<file path="src/rtl/sound_arbiter.sv">
// Shares one SongPlayer between four sound-event sources: times each sound,
// forces a silent gap between sounds, lets higher indices preempt lower ones.
module sound_arbiter #(
  parameter int unsigned DUR0 = 25_000_000,
  parameter int unsigned DUR1 = 25_000_000,
  parameter int unsigned DUR2 = 50_000_000,
  parameter int unsigned DUR3 = 100_000_000,
  parameter int unsigned GAP  = 1_000_000,
  parameter int unsigned TW   = 27
) (
  input  logic       clk,
  input  logic       reset,
  input  logic [3:0] req,
  output logic [1:0] sound,
  output logic       playSound,
  output logic       busy
);

  localparam logic [1:0] ST_IDLE = 2'd0;
  localparam logic [1:0] ST_PLAY = 2'd1;
  localparam logic [1:0] ST_GAP  = 2'd2;

  localparam int unsigned DUR_TAB [4] = '{DUR0, DUR1, DUR2, DUR3};
  localparam logic [TW-1:0] GAP_M1 = TW'(GAP - 1);

  logic [TW-1:0] dur_m1 [4];

  genvar gi;
  generate
    for (gi = 0; gi < 4; gi++) begin : g_dur
      assign dur_m1[gi] = TW'(DUR_TAB[gi] - 1);
    end
  endgenerate

  logic [1:0]    state_q, state_d;
  logic [1:0]    sound_q, sound_d;
  logic          play_q, play_d;
  logic          busy_q, busy_d;
  logic [3:0]    pending_q, pending_d;
  logic [TW-1:0] timer_q, timer_d;

  logic [3:0] cand;
  logic [1:0] sel;
  logic [3:0] sel_onehot;
  logic [3:0] higher_mask;
  logic       preempt;

  assign cand = pending_q | req;

  always_comb begin
    sel = 2'd0;
    if (cand[3])      sel = 2'd3;
    else if (cand[2]) sel = 2'd2;
    else if (cand[1]) sel = 2'd1;
    else              sel = 2'd0;
  end

  assign sel_onehot  = 4'b0001 << sel;
  // Bits strictly above the sound now playing; only these may preempt it.
  assign higher_mask = 4'b1110 << sound_q;
  assign preempt     = |(req & higher_mask);

  always_comb begin
    state_d   = state_q;
    sound_d   = sound_q;
    play_d    = play_q;
    timer_d   = timer_q;
    pending_d = pending_q;

    unique case (state_q)
      ST_IDLE: begin
        if (cand != 4'd0) begin
          sound_d   = sel;
          play_d    = 1'b1;
          timer_d   = dur_m1[sel];
          pending_d = cand & ~sel_onehot;
          state_d   = ST_PLAY;
        end
      end
      ST_PLAY: begin
        // The interrupted sound is simply dropped; the preemptor waits in pending.
        pending_d = pending_q | req;
        if (preempt || timer_q == '0) begin
          play_d  = 1'b0;
          timer_d = GAP_M1;
          state_d = ST_GAP;
        end else begin
          timer_d = timer_q - 1'b1;
        end
      end
      ST_GAP: begin
        if (timer_q != '0) begin
          timer_d   = timer_q - 1'b1;
          pending_d = pending_q | req;
        end else if (cand != 4'd0) begin
          sound_d   = sel;
          play_d    = 1'b1;
          timer_d   = dur_m1[sel];
          pending_d = cand & ~sel_onehot;
          state_d   = ST_PLAY;
        end else begin
          state_d = ST_IDLE;
        end
      end
      default: begin
        play_d  = 1'b0;
        timer_d = '0;
        state_d = ST_IDLE;
      end
    endcase

    busy_d = (state_d != ST_IDLE);
  end

  always_ff @(posedge clk or posedge reset) begin
    if (reset) begin
      state_q   <= ST_IDLE;
      sound_q   <= 2'd0;
      play_q    <= 1'b0;
      busy_q    <= 1'b0;
      pending_q <= 4'd0;
      timer_q   <= '0;
    end else begin
      state_q   <= state_d;
      sound_q   <= sound_d;
      play_q    <= play_d;
      busy_q    <= busy_d;
      pending_q <= pending_d;
      timer_q   <= timer_d;
    end
  end

  assign sound     = sound_q;
  assign playSound = play_q;
  assign busy      = busy_q;

endmodule
</file>
<file path="config.mk">
export PLATFORM = sky130hd
export DESIGN_NAME = sound_arbiter
export DESIGN_NICKNAME = d
export VERILOG_FILES = /design/src/rtl/sound_arbiter.sv
export SDC_FILE = /design/constraint.sdc
export NUM_CORES = 1
export LEC_CHECK = 0
export ABC_AREA = 1
export CAP_MARGIN = 10
export CORE_ASPECT_RATIO = 1.2
export CORE_MARGIN = 1
export CORE_UTILIZATION = 45
export DETAILED_ROUTE_END_ITERATION = 10
export HOLD_SLACK_MARGIN = 0.02
export PLACE_DENSITY = 0.69
export SLEW_MARGIN = 10
export SYNTH_ARGS = -nofsm -noshare
export SYNTH_HDL_FRONTEND = slang
export SYNTH_SLANG_ARGS = --single-unit
</file>
<file path="constraint.sdc">
create_clock -name clk -period 4.6 [get_ports clk]
set_input_delay 0.69 -clock clk [delete_from_list [all_inputs] [get_ports clk]]
set_output_delay 0.69 -clock clk [all_outputs]
set_load 0.005 [all_outputs]
</file>
==> results_dict.tcl, run 1 <==
set metrics [dict create \
    gp_congestion 1.01 \
    area_growth_pct 9.28 \
    layout_setup_ws_ns 2.03 \
    cts_tree "done" \
    worstHoldPathCells 2 \
    worstSetupPathType "in -> reg" \
    rows 31 \
    ir_worst_vdd_v 0.000162 \
    tightest_slew_ns 0.738 \
    skew_ns 0.0113 \
    antenna_found_initial 0 \
    yosys_warnings 0 \
    start_util_pct 47.5 \
    end_kind "flip-flop" \
    min_period_ns 2.57 \
    cp.required_ns 4.79 \
    vias_per_cell 5.26 \
    final_cell_area_sq_mm 0.00318 \
    p_per_area_mw_per_mm2 215 \
    period_share_pct 56.0 \
    io_buffers 9 \
    clk_latency_ns 0.30 \
    synth_top_cell_area_share_pct 31.8 \
    hold_path.class "reg -> reg" \
    netlist_instances 438 \
    grt_max_degree 38 \
    drt-total-wl_mm 7.74 \
    synth_nets 449 \
    r2r_start "timer_q[0]" \
    dieArea_sq_mm 0.00680 \
    drt_iter0_markers 206 \
    clk_pin_slew_ns 0.07 \
    clock-sinks 37 \
    ys_types 32 \
    crit_fanout 18 \
    yosys-top-cells-count "nand2_1 (129), inv_1 (63), nor2_1 (47)" \
    startpoint "req[3]" \
    maxCapViolCount 0 \
    synth_edf_count 0 \
    status "completed" \
    cts_buffers 5 \
    yosysTopAreaCell "dfrtp_1" \
    async_flop_share_pct 100 \
    dr.pass1.iters 6 \
    vias 2779 \
    grt_pass1_vias 2680 \
    ant_nets 0 \
    min_from "pending_q[1]" \
    synth_most_common_cell "nand2_1" \
    diodes 0 \
    final_core_util_pct 51.9 \
    htreeDepth 2 \
    seq_area_frac_synth_pct 31.8 \
    die_h_um 90.1 \
    track_usage_pct 25.0 \
    globalRouteOverflowTotal 0 \
    p_leak_nw 1.69 \
    rsz0062_at_grt "no" \
    dpl_cell_area_sq_mm 0.00305 \
    nets 456 \
    ctsResizeCount 0 \
    fmax_mhz 388 \
    drive_gt1_share_pct 10.5 \
    grt_pass1_wl_mm 12.9 \
    slew_headroom_pct 50.7 \
    startpoint_type "input pin" \
    wl_per_cell_um 14.7 \
    r2r_cells 10 \
    ys.flop_type "dfrtp_1" \
    hold_buffers 0 \
    syn_area_sq_mm 0.00291 \
    coreArea_sq_mm 0.00613 \
    cts_buffer_depth 2 \
    finalSetupTns_ns 0 \
    ys_ff_latch 37 \
    ios 10 \
    power_w 0.000685 \
    place_ws_ns 1.75 \
    dp_hpwl_mm 5.62 \
    die_width_um 75.4 \
    root_buffer "clkbuf_8" \
    cts_setup_buffers 0 \
    avgSynthCellArea_sq_um 6.65 \
    crit_arrival_ns 2.76 \
    setup_viol 0 \
    final-hold-violation-count 0 \
    yosys-top-cells-area "dfrtp_1 (32%), nand2_1 (17%), inv_1 (8.1%)" \
    drc_errors 0 \
    drv_slew 0 \
]
stage by stage:
step | std cells | hold WS [ns]
after floorplan | 438 | 0.441
after global placement | 520 | 0.467
after detailed placement | 520 | 0.468
after CTS | 528 | 0.488
after global routing | 528 | 0.499
final | 528 | 0.487
path summary, 6_finish.rpt:
path | endpoint | slack, ns
max in group asynchronous | timer_q[18] | 3.44
min in group asynchronous | sound[1] | 0.81
min | pending_q[1] | 0.49
max | timer_q[18] | 2.03
min reg2reg | pending_q[1] | 0.49
max reg2reg | timer_q[5] | 2.37
layer usage:
metal	routed length [um]	vias to the layer above	global-route usage, %	share of wire (%)
met5	0	-	0	0
li1	-	1383	-	-
met4	306	0	12.0	4.0
met1	3420	1276	33.3	44
met2	3610	98	38.5	47
met3	400	22	4.26	5.2
worst max-delay path, stage by stage:
cell and delay, ns:
clkdlybuf4s50_1 0.48, nor2_4 0.20, nand2_2 0.12, nor2_2 0.14
nand2_2 0.24, inv_2 0.37, nand2_1 0.13, nand2_1 0.08
nand2_1 0.05, nand3_1 0.08, nand3_1 0.07, nand2_1 0.06
inv_1 0.05
kinds of logic after synthesis:
logic type / synth area share (%)
and+or+nand+nor: 42.3
buffers and inverters: 10.6
xor gates and xnor gates: 4.81
AOI/OAI and AO/OA: 8.38
adders and majority gates: 2.15
DFF: 31.8
report_power, final:
group,internal (W),switching [W]
combinational,0.00000466,0.00000828
sequential,0.000325,0.000000000000000000110
clock,0.000216,0.000131
layout make-up:
class / count / area [sq um]
Clock inverter: 3 / 65.1
Fill cell: 625 / 2950
Multi-Input combinational cell: 326 / 1680
Tap cell: 82 / 103
Clock buffer: 5 / 68.8
Timing Repair Buffer: 10 / 97.6
Inverter: 65 / 244
Sequential cell: 37 / 926
placed cells by master, fill, tap and decap left out, types with 2 or more instances in the layout:
| master | count |
|---|---|
| inv_1 | 63 |
| clkbuf_8 | 5 |
| ha_1 | 5 |
| nor2_1 | 47 |
| o21ai_1 | 7 |
| nor2_4 | 3 |
| xor2_1 | 15 |
| nor2_2 | 8 |
| nand2_1 | 129 |
| nand2_2 | 7 |
| dfrtp_1 | 37 |
| nand2_4 | 6 |
| a21oi_1 | 14 |
| o21ai_0 | 18 |
| nand3_2 | 4 |
| o211ai_1 | 2 |
| nand3_1 | 43 |
| inv_2 | 2 |
| nand4_1 | 6 |
| or2_2 | 2 |
| bufinv_16 | 2 |
| clkdlybuf4s50_1 | 9 |
state kept, by name, summed over array words and instances (netlist names):
register   cells
timer_q       27
sound          2
state_q        2
pending_q      4
busy           1
playSound      1
No activity file was read; power rests on OpenSTA's default activity.
==> run 2, diff against run 1 <==
clock period = 2.5 ns   (was 4.6 ns; I/O delays follow)
==> results_dict.tcl, run 2 (synthesis results as in run 1) <==
set metrics [dict create \
    status "completed" \
    crit_fanout 13 \
    clock-sinks 37 \
    drv_slew 0 \
    cts_buffer_depth 2 \
    dieArea_sq_mm 0.00680 \
    area_growth_pct 10.4 \
    num-fill-cells 644 \
    final_core_util_pct 52.4 \
    drt-total-wl_mm 7.72 \
    drc_errors 0 \
    grt_pass1_wl_mm 12.7 \
    p_leak_nw 1.71 \
    drt_iter0_markers 161 \
    ir_worst_vdd_v 0.000329 \
    crit_arrival_ns 2.28 \
    grt_pass1_vias 2615 \
    track_usage_pct 24.8 \
    pwr-share-comb_pct 2.0 \
    io_buffers 9 \
    switching_power_w 0.000244 \
    ios 10 \
    hold_path.class "reg -> reg" \
    swShare_pct 20.8 \
    crit_chain "clkdlybuf4s50_1 > nor2_4 > nand2_2 > nor2_2 > nand2_2 > inv_2 > nor2_1 > nor2_1 > nand2_1 > a21oi_1" \
    p_per_area_mw_per_mm2 366 \
    seqPwrFrac_pct 50.9 \
    final_common_cell "nand2_1" \
    globalRouteOverflowTotal 0 \
    finalSetupTns_ns 0 \
    vias_per_cell 5.10 \
    clock_power_share_pct 47.1 \
    vias 2721 \
    clk_latency_ns 0.29 \
    setup_viol 0 \
    die_h_um 90.1 \
    ant_nets 0 \
    largest_reg_flops 27 \
    final_cell_mix "nand2_1 (129), inv_1 (63), nor2_1 (47)" \
    cts_buffers 5 \
    start_util_pct 47.5 \
    htreeDepth 2 \
    min_period_ns 2.07 \
    coreArea_sq_mm 0.00613 \
    grt_max_degree 38 \
    r2r_start "timer_q[0]" \
    tightest_slew_ns 0.672 \
    rsz0062_at_grt "no" \
    hold_buffers 0 \
    wl_per_cell_um 14.4 \
    regMostFlops "timer_q" \
    cp_slowest_cell "clkdlybuf4s50_1" \
    reg.largest.list "timer_q x27, pending_q x4" \
    cp.required_ns 2.71 \
    maxCapViolCount 0 \
    rows 31 \
    min_from "pending_q[1]" \
    worstSetupPathType "in -> reg" \
    nets 462 \
    dr.pass1.iters 5 \
    startpoint_type "input pin" \
    startpoint "req[3]" \
    antenna_found_initial 0 \
    whs_ns 0.483 \
    fmax_mhz 484 \
    dp_hpwl_mm 5.78 \
    cts_tree "done" \
    cts_setup_buffers 0 \
    skew_ns 0.00996 \
    p_int_w 0.000931 \
    ctsResizeCount 0 \
    root_buffer "clkbuf_8" \
    period_share_pct 82.7 \
    end_kind "flip-flop" \
    clk_pin_slew_ns 0.08 \
    drive_gt1_share_pct 11.7 \
    final-hold-violation-count 0 \
    cpPeakStageDelay_ns 0.49 \
    gp_congestion 0.928 \
    slew_headroom_pct 55.2 \
    die_width_um 75.4 \
    diodes 0 \
]
-- run 2: cell count changes in the layout (fill, tap and decap cells not counted) --
cell / change
clkbuf_8: +1
clkinv_2: -1
bufinv_16: -1
clkinvlp_4: +1
buf_4: +6
-- run 2: power groups by stage --
stage	combinational (W)	sequential [W]	clock (W)
2_1_floorplan	0.00000999	0.000610	0
3_3_place_gp	0.0000245	0.000610	0
3_5_place_dp	0.0000249	0.000610	0
4_1_cts	0.0000249	0.000598	0.000570
5_1_grt	0.0000273	0.000598	0.000593
6_report	0.0000237	0.000598	0.000554
-- run 2: per-layer routing --
metal	vias up	wire length (um)	track usage [%]
met5	-	0	0
met4	0	296	10.8
met3	20	321	3.92
met2	58	3690	39.6
met1	1253	3410	32.5
li1	1390	-	-
-- run 2: critical path, delay by kind of cell --
kind,cells,cell delay [ns]
buf+inv,2,0.73
simple gates,7,1.01
compound gates,1,0.15
-- run 2: worst paths after layout --
check                          endpoint  slack, ns  depth (start not counted)
setup / recovery            timer_q[23]       0.43                         10
hold / removal             pending_q[1]       0.48                          2
setup reg to reg            timer_q[20]       0.44                         12
hold reg to reg            pending_q[1]       0.48                          2
max in group asynchronous    timer_q[4]       1.66                          3
min in group asynchronous   timer_q[11]       0.50                          3
-- run 2: cell type report --
cell class | count | area (sq um) | area share, %
Multi-Input combinational cell | 326 | 1680 | 52.2
Timing Repair Buffer | 16 | 143 | 4.44
Inverter | 65 | 244 | 7.59
Tap cell | 82 | 103 | 3.19
Clock inverter | 2 | 37.5 | 1.17
Clock buffer | 6 | 82.6 | 2.57
Sequential cell | 37 | 926 | 28.8
-- run 2: stage by stage --
stage          worst slack [ns]  instance area (sq um)  instances  total power [W]
2_1_floorplan             0.710                   2910        438         0.000620
4_1_cts                   0.445                   3210        534          0.00119
5_1_grt                   0.235                   3210        534          0.00122
6_report                  0.434                   3210        534          0.00118
3_3_place_gp              0.286                   3090        526         0.000634
3_5_place_dp              0.184                   3090        526         0.000635
==> run 3, diff against run 2 <==
PLACE_DENSITY = 0.71   (was 0.69)
clock period = 1.8 ns   (was 2.5 ns; I/O delays follow)
==> results_dict.tcl, run 3 (synthesis results as in run 1) <==
set metrics [dict create \
    gp_congestion 0.985 \
    status "completed" \
    drv_slew 0 \
    min_period_ns 1.74 \
    die_width_um 75.4 \
    path_common_cell "nand2_1" \
    regMostFlops "timer_q" \
    ir_worst_vdd_v 0.000460 \
    tightest_slew_ns 0.508 \
    maxCapViolCount 0 \
    cts_tree "done" \
    dp_hpwl_mm 6.14 \
    grt_max_degree 38 \
    hold_buffers 0 \
    die_h_um 90.1 \
    num-fill-cells 573 \
    start_util_pct 47.5 \
    htreeDepth 2 \
    fmax_mhz 574 \
    cts_buffer_depth 2 \
    final-hold-violation-count 0 \
    final_cell_area_sq_mm 0.00368 \
    coreArea_sq_mm 0.00613 \
    track_usage_pct 26.6 \
    cp.buffers_inverters 3 \
    globalRouteOverflowTotal 0 \
    cp_slowest_cell "dfrtp_1" \
    dr.pass1.iters 5 \
    largest_reg_flops 27 \
    area_growth_pct 26.5 \
    clk_pin_slew_ns 0.08 \
    final_cell_mix "nand2_1 (125), inv_1 (61), nand3_1 (42), buf_4 (42), nor2_1 (35)" \
    cts_buffers 5 \
    hold_path.class "in -> async" \
    p_leak_nw 1.96 \
    worstSetupPathType "reg -> reg" \
    period_share_pct 96.8 \
    cp.required_ns 2.04 \
    startpoint_type "flip-flop" \
    grt_pass1_vias 2964 \
    ios 10 \
    grt_pass1_wl_mm 13.6 \
    final_core_util_pct 60.1 \
    drive_gt1_share_pct 24.0 \
    stdcell_count 573 \
    cpLargestDelayFamily "simple AND/OR/NAND/NOR gates" \
    dieArea_sq_mm 0.00680 \
    reg.largest.list "timer_q x27, pending_q x4" \
    skew_ns 0.00860 \
    antenna_found_initial 0 \
    final_common_cell "nand2_1" \
    crit_fanout 16 \
    nets 501 \
    slew_headroom_pct 66.1 \
    diodes 0 \
    drt-total-wl_mm 8.36 \
    crit_chain "nor2_2 > nand2_2 > nor2_4 > buf_4 > nand4_4 > o21ai_4 > buf_12 > o21ai_0 > nand2_1 > nand2_1 > inv_1" \
    cpPeakStageDelay_ns 0.45 \
    ant_nets 0 \
    vias_per_cell 5.21 \
    end_kind "flip-flop" \
    rsz0062_at_grt "yes" \
    rows 31 \
    dpl.cell_count 556 \
    clk_latency_ns 0.29 \
    root_buffer "clkbuf_8" \
    setup_viol 0 \
    io_buffers 9 \
    clock-sinks 37 \
    drt_iter0_markers 141 \
    crit_arrival_ns 1.98 \
    finalSetupTns_ns 0 \
    vias 2986 \
    whs_ns 0.398 \
    p_per_area_mw_per_mm2 441 \
    drc_errors 0 \
    wl_per_cell_um 14.6 \
    dpl_cell_area_sq_mm 0.00334 \
]
-- run 3: cell types whose count changed in the layout (fill, tap and decap cells not counted), moves of 4 or more --
cell     delta
nand2_1     -4
buf_4      +35
dfrtp_1     -6
dfrtp_2     +6
nor2_2      +7
nor2_4      +5
nor2_1     -12
-- run 3: area by class of cell --
| type | instances | area [sq um] | area share [%] |
|---|---|---|---|
| clock buffer | 7 | 86.3 | 2.34 |
| clock inverter | 1 | 30.0 | 0.815 |
| inverter | 65 | 244 | 6.63 |
| multi-input combinational | 326 | 1810 | 49.1 |
| sequential | 37 | 933 | 25.3 |
| tap | 82 | 103 | 2.79 |
| timing repair buffer | 55 | 477 | 12.9 |
-- run 3: final timing paths --
check                      slack, ns  cells after the start    startpoint      endpoint
max in group asynchronous       1.03                      3         reset    timer_q[6]
hold reg to reg                 0.48                      2  pending_q[1]  pending_q[1]
setup reg to reg                0.06                     11   timer_q[12]   timer_q[20]
setup / recovery                0.06                     11   timer_q[12]   timer_q[20]
hold / removal                  0.40                      3         reset   timer_q[17]
min in group clk                0.48                      2  pending_q[1]  pending_q[1]
-- run 3: report_power, final --
part | switching (W) | internal, W
clock network | 0.000305 | 0.000452
logic | 0.0000218 | 0.0000132
registers | 0.000000000000000000311 | 0.000830
-- run 3: timing repair --
item,in CTS,in global routing
endpoints found under the setup margin,6,34
gates resized for setup,4,37
pin swaps,1,5
buffers inserted,0,9
endpoints found under the hold margin,0,0
-- run 3: worst register-to-register path: stages (launching register included) --
cell	delay (ns)
dfrtp_1	0.45
nor2_2	0.17
nand2_2	0.10
nor2_4	0.13
buf_4	0.15
nand4_4	0.09
o21ai_4	0.16
buf_12	0.16
o21ai_0	0.10
nand2_1	0.07
nand2_1	0.05
inv_1	0.06
-- run 3: per-layer routing --
metal | share of wire, % | wire, um | global-route usage [%]
met5 | 0 | 0 | 0
met4 | 5.6 | 466 | 13.4
met3 | 4.6 | 383 | 3.92
met2 | 50 | 4170 | 43.2
met1 | 40 | 3330 | 33.3
-- run 3: per-stage QoR --
step / power, W / setup slack, ns
2_1_floorplan: 0.000861 / 0.0105
3_3_place_gp: 0.000883 / -0.103
3_5_place_dp: 0.000883 / -0.129
4_1_cts: 0.00164 / 0.00524
5_1_grt: 0.00168 / -0.0595
6_report: 0.00162 / 0.0569
